<file path="config.mk">
export PLATFORM = sky130hd
export DESIGN_NAME = seq_det_param
export DESIGN_NICKNAME = d
export VERILOG_FILES = /design/src/rtl/seq_det_pkg.sv /design/src/rtl/seq_det_param_sat_counter.sv /design/src/rtl/seq_det_param.sv
export SDC_FILE = /design/constraint.sdc
export NUM_CORES = 1
export LEC_CHECK = 0
export ABC_AREA = 1
export CAP_MARGIN = 0
export CORE_UTILIZATION = 40
export DETAILED_ROUTE_END_ITERATION = 7
export PLACE_DENSITY = 0.71
export SETUP_SLACK_MARGIN = 0.02
export SYNTH_ARGS = -nofsm -noshare
export SYNTH_HDL_FRONTEND = slang
export SYNTH_SLANG_ARGS = --single-unit
</file>
<file path="constraint.sdc">
create_clock -name clk -period 2.86 [get_ports clk]
set_input_delay 0.572 -clock clk [delete_from_list [all_inputs] [get_ports clk]]
set_output_delay 0.572 -clock clk [all_outputs]
set_load 0.05 [all_outputs]
</file>
<file path="src/rtl/seq_det_pkg.sv">
// Shared defaults for the serial pattern detector and a constant-function
// log2 used to size the fill counter.
package seq_det_pkg;

    localparam int         PAT_LEN_DEF = 4;
    localparam int         CNT_W_DEF   = 8;
    localparam logic [3:0] PAT_RST_DEF = 4'b1011;

    // Ceiling log2; clog2(v) bits can hold values 0..v-1.
    function automatic int clog2(input int v);
        int r;
        r = 0;
        for (int i = 0; i < 31; i++) begin
            if ((1 << i) < v) r = i + 1;
        end
        return r;
    endfunction

endpackage

</file>
<file path="src/rtl/seq_det_param_sat_counter.sv">
// Saturating up-counter with a sticky flag that rises on the edge where
// the count reaches all-ones. Synchronous clear, async active-high reset.
module sat_counter #(
    parameter int W = 8
) (
    input  logic         clk,
    input  logic         rst,
    input  logic         inc,
    input  logic         clr,
    output logic [W-1:0] q,
    output logic         sat
);

    localparam logic [W-1:0] MAX = '1;

    // Count up on inc, hold at all-ones, latch sat as the top is reached.
    always_ff @(posedge clk or posedge rst) begin
        if (rst) begin
            q   <= '0;
            sat <= 1'b0;
        end else if (clr) begin
            q   <= '0;
            sat <= 1'b0;
        end else if (inc && (q != MAX)) begin
            q <= q + 1'b1;
            if (q == MAX - 1'b1) sat <= 1'b1;
        end
    end

endmodule

</file>
<file path="src/rtl/seq_det_param.sv">
// Programmable PAT_LEN-bit serial pattern detector. Bits shift in MSB
// first on in_valid; a hit needs PAT_LEN fresh bits in the history.
// Non-overlap mode restarts the fresh-bit count after every hit.
module seq_det_param
    import seq_det_pkg::*;
#(
    parameter int                 PAT_LEN = PAT_LEN_DEF,
    parameter logic [PAT_LEN-1:0] PAT_RST = PAT_LEN'(PAT_RST_DEF),
    parameter int                 CNT_W   = CNT_W_DEF
) (
    input  logic               clk,
    input  logic               rst,
    input  logic               in_valid,
    input  logic               in_bit,
    input  logic               overlap,
    input  logic               clear,
    input  logic               pat_load,
    input  logic [PAT_LEN-1:0] pat_in,
    output logic               match,
    output logic [CNT_W-1:0]   match_count,
    output logic               count_sat,
    output logic               armed
);

    localparam int            FW   = clog2(PAT_LEN + 1);
    localparam logic [FW-1:0] FULL = FW'(PAT_LEN);

    logic [PAT_LEN-1:0] pat_reg;
    logic [PAT_LEN-1:0] hist;
    logic [PAT_LEN-1:0] hist_next;
    logic [FW-1:0]      fill;
    logic [FW-1:0]      fill_next;
    logic               shift;
    logic               hit;

    // clear and pat_load both swallow a coincident valid bit.
    assign shift     = in_valid & ~clear & ~pat_load;
    assign hist_next = {hist[PAT_LEN-2:0], in_bit};
    assign fill_next = (fill == FULL) ? fill : fill + 1'b1;
    assign hit       = shift & (fill_next == FULL) & (hist_next == pat_reg);
    assign armed     = (fill == FULL);

    // History, fill and pattern registers plus the registered match pulse.
    always_ff @(posedge clk or posedge rst) begin
        if (rst) begin
            pat_reg <= PAT_RST;
            hist    <= '0;
            fill    <= '0;
            match   <= 1'b0;
        end else if (clear) begin
            hist  <= '0;
            fill  <= '0;
            match <= 1'b0;
        end else if (pat_load) begin
            pat_reg <= pat_in;
            hist    <= '0;
            fill    <= '0;
            match   <= 1'b0;
        end else begin
            match <= hit;
            if (in_valid) begin
                hist <= hist_next;
                // Non-overlap: history keeps shifting but needs a full refill.
                fill <= (hit && !overlap) ? '0 : fill_next;
            end
        end
    end

    sat_counter #(.W(CNT_W)) u_cnt (
        .clk (clk),
        .rst (rst),
        .inc (hit),
        .clr (clear),
        .q   (match_count),
        .sat (count_sat)
    );

endmodule

</file>
# After elaboration in Yosys (flattened, before gate mapping)
# Index checks and enable logic that the tools add are counted.
# classes
muxes,15
eq_ne,5
n_reduce_logical,8
n_addsub,2
bitwise_logic,6
# ops
operator,count
3-bit 2-to-1 mux,8
8-bit 2-to-1 mux,2
8-bit by 1-bit adder with 8-bit output (second input constant),1
8-bit == test (second input constant),1
8-bit inequality test (second input constant),1
3-bit == test (second input constant),2
1-bit 2-to-1 mux,5
1-bit bitwise AND,4
4-bit == test,1
2-bit AND reduction,2
2-bit nonzero test,2
3-bit by 1-bit adder with 3-bit output (second input constant),1
3-bit nonzero test,1
1-bit logical AND,2
1-bit inverter,2
1-bit zero test,1
# totals
wordCells,42
in_bits,11
regBits,20
out_inout_bits,11

# Logic depth before layout (Yosys ltp)
# logic_depth
depth_word,10
mapped_depth,11
mapped_depth_nobuf,11

# By module
# From an unflattened synthesis, not the netlist that was laid out.
# unflattened
cells_unflattened,160
hier_area_um2,1179.9
# modules_own_cells
mod,seq_area_each_um2,instances,cells_per_inst,area_each_um2
seq_det_param,279.0,1,79,610.6
sat_counter,225.2,1,81,569.3

# Worst setup path after synthesis
# OpenSTA, ideal clock, no wires.
# synth_path
path_kind,register -> register
from,register u_cnt.q[1]
to,register u_cnt.q[4]
n_path_buf,0
synth_period_minus_slack_ns,1.837
arrival_ns,1.718
required_time_ns,2.741
path_slack_ns,1.023
setup_time_ns,0.119
stages_incl_launch_ff,9
cell_sequence,dfrtp_1 -> ha_1 -> clkinv_1 -> nor2_2 -> nand3_1 -> nand3_4 -> nand2_2 -> nand2_1 -> nand2_1
# synth_via
elab_chain_cells,3
elab_cells_between_ends,6
classes_between,1 x add/sub; 1 x eq/ne; 2 x mux; 2 x reduce/logical
# synth_rtl
element,line_no,source
start: declaration,seq_det_param_sat_counter.sv:10,"output logic [W-1:0] q,"
start signal: assignment,seq_det_param_sat_counter.sv:25,q <= q + 1'b1;
8-bit by 1-bit adder with 8-bit output / 8-bit inequality test (equally long branches),"seq_det_param_sat_counter.sv:25, seq_det_param_sat_counter.sv:24",
8-bit 2-to-1 mux / 1-bit logical AND (equally long branches),seq_det_param_sat_counter.sv:24,end else if (inc && (q != MAX)) begin
8-bit 2-to-1 mux / 2-bit nonzero test (equally long branches),n/a,
# Parallel ways exist; a longest one is shown, timed or not. The select of a mux whose other input is x is not followed.
# A chain may end at the register's enable or synchronous reset.

# Final worst setup path
# layout_path
from,register fill[0]
to,output armed
# layout_via
elab_chain_cells,1
# layout_rtl
element,line_no,source
start: declaration,seq_det_param.sv:31,logic [FW-1:0] fill;
start signal: assignment,seq_det_param.sv:64,fill <= (hit && !overlap) ? '0 : fill_next;
3-bit == test,seq_det_param.sv:41,assign armed = (fill == FULL);
end: declaration,seq_det_param.sv:22,output logic armed
# Every way passes these cells.

==> impl_metrics.toml <==
[clock_tree]
cts_buffers = 3
clockRootBuffer = "clkbuf_4"
clock_tree.buffer_depth = 2
cts_setup_buffers = 0
postCtsResizedCells = 0
clkSinkCount = 20
clock_latency_ns = 0.31
cts_max_level = 1
cts_tree = "yes"
clk_pin_slew_ns = 0.11
hold_buffers = 0

[finish]
final_layout_size_suffix_gt1_frac = 0.129
synthToLayoutAreaGrowth_pct = 22.3
final_util = 0.528
final_nets = 186
largest_reg_flops = 8
design_area_sq_mm = 0.00148
diodes = 0
num-fill-cells = 263
mostFrequentLayoutCells = "36 x nand2_1, 21 x inv_1, 21 x clkdlybuf4s50_1, 17 x dfrtp_1, 15 x nand3_1"
fin_cells = 201
final_common_cell = "nand2_1"

[sta]
rsz0062_at_grt = "no"
finClkSkew_ns = 0.00543
fin_tns_setup_ns = 0
setup_viol = 0
max_freq_mhz = 394
worst_pin_slew_ns = 0.746
fin_crit_ns = 2.54
slew_violations = 0
relSlewSlack = 0.502
finalHoldViolations = 0
finalCritPeriodShare = 0.888

[critical_path]
arrival_ns = 1.97
cpPeakStageDelay_ns = 0.79
cp-start-kind = "flip-flop"
r2r-start = "u_cnt.q[1]"
worstPathMaxFanout = 5
path_common_cell = "inv_1"
crit_type = "flip-flop to primary output"
crit_family = "buffers and inverters"
endpoint = "armed"
ff2ff_path_depth = 8
slowest_stage = "clkdlybuf4s50_1"
required_ns = 2.29
cp_cell_sequence = "inv_1 -> ha_1 -> nand2_2 -> inv_1 -> clkdlybuf4s50_1"
cp_num_cells = 5
worstSetupStartpoint = "fill[0]"
path_buf_inv = 3
ff2ff_setup_slack_ns = 1.15
reg2reg_to = "u_cnt.q[3]"
crit_path_end_kind = "primary output"

[route]
drt_wl_total_mm = 2.35
dr_total_vias = 1041
drtAntennaViolNets = 0
post_drt_wl_per_cell_um = 11.7
vias_per_cell = 5.18
drtPass1Iterations = 5
first_iter_violations = 23
drc = 0

[job]
max_cap_viol_count = 0

[die]
rows = 19
placeableCoreArea_sq_mm = 0.00281
initial_utilization = 0.431
die_w_um = 57.0
die_area_sq_mm = 0.00325
ioPinCount = 22
die_y_um = 57.0

[synth]
synthFlopType = "dfrtp_1"
async_reset_ff_frac = 1.00
synth_nets = 162
synth_cells = 147
synth-seq-cells = 20
synth-seq-area-share = 0.417
yosysWarnings = 0
synth_area_sq_mm = 0.00121
avgSynthCellArea_sq_um = 8.23
synth_edf_count = 0
synth_cell_type_count = 33

[place]
port_buffers = 21
placed_cell_area_sq_mm = 0.00144
placed_cells = 197
hpwlAfterDp_mm = 1.80
place.gp.congestion = 0.891

[run_status]
outcome = "complete, no violations"

[global_routing]
antenna_found_initial = 0
grt_first_pass_wirelength_mm = 4.23
grt.overflow.total = 0
grt_pass1_vias = 968
grtUsageTotal = 0.168
grt_max_degree = 21

[pwr]
irDropWorstVdd_mv = 0.249
p_leak_nw = 0.681
pwr_density_cell_mw_per_mm2 = 366

[min_path]
min_path_type = "flip-flop to flip-flop"
-- worst reg2reg max path, delay by kind of cell, from the launching register on --
kind,cells,cell delay [ns]
adder cells (fa/ha/maj),1,0.22
buffers and inverters,1,0.11
flip-flops,1,0.45
AND/OR/NAND/NOR,6,0.83
-- cells by family (layout without fill, tap and decap cells) --
group	count (synthesis)	after routing	synth area share
adder cells (fa/ha/maj)	4	4	0.0414
XOR/XNOR	6	6	0.0496
AO/OA/AOI/OAI	11	11	0.0548
multiplexers	2	2	0.0186
buffers and inverters	27	50	0.0931
AND/OR/NAND/NOR	77	77	0.326
flip-flops	20	20	0.417
-- routing by layer --
| layer | part of all wire | track usage | up-vias |
|---|---|---|---|
| met5 | 0 | 0 | - |
| met2 | 0.46 | 0.261 | 35 |
| met3 | 0.056 | 0.0249 | 5 |
| met4 | 0.013 | 0.0801 | 0 |
| met1 | 0.47 | 0.233 | 486 |
| li1 | - | - | 515 |
-- layout make-up --
| class | count | area, sq um | area share |
|---|---|---|---|
| Multi-Input combinational cell | 100 | 593 | 0.401 |
| Sequential cell | 20 | 504 | 0.341 |
| Timing Repair Buffer | 21 | 210 | 0.142 |
| Inverter | 25 | 97.6 | 0.0659 |
| Tap cell | 31 | 38.8 | 0.0262 |
| Clock buffer | 4 | 36.3 | 0.0245 |
-- metrics by stage --
step	power [mW]	worst slack, ns	hold slack, ns
finish	0.541	0.320	0.498
detailed placement	0.377	0.587	0.480
global placement	0.375	0.644	0.470
CTS	0.544	0.304	0.499
global route	0.568	0.203	0.541
floorplan	0.355	1.02	0.460
-- worst min-delay path by stage --
stage | startpoint | endpoint | slack [ns] | cells after the start
after floorplan | pat_reg[0] | pat_reg[0] | 0.46 | 2
after global placement | pat_reg[0] | pat_reg[0] | 0.47 | 2
after detailed placement | pat_reg[0] | pat_reg[0] | 0.48 | 2
after CTS | pat_reg[0] | pat_reg[0] | 0.50 | 2
after global routing | pat_reg[3] | pat_reg[3] | 0.54 | 2
final | pat_reg[3] | pat_reg[3] | 0.50 | 2
-- cells in the mapped netlist (all sizes together) (2+ instances only) --
cell type  instances  share of area
o22ai              5          0.026
nand4              4          0.021
a21oi              3          0.012
dfrtp             17           0.35
nand2             39           0.13
nand3             17          0.091
xor2               2          0.014
inv               23          0.073
mux2               2          0.019
nor2              13          0.062
ha                 4          0.041
xnor2              4          0.035
dfstp              3          0.065
o21ai              2          0.011
clkinv             2         0.0072
-- power breakdown --
| group | leakage [nW] | internal [mW] | switching (mW) |
|---|---|---|---|
| logic | 0.394 | 0.0302 | 0.0380 |
| registers | 0.266 | 0.296 | 0.00651 |
| clock network | 0.0210 | 0.0777 | 0.0927 |
| total | 0.681 | 0.404 | 0.137 |
(Power assumes the default switching activity.)
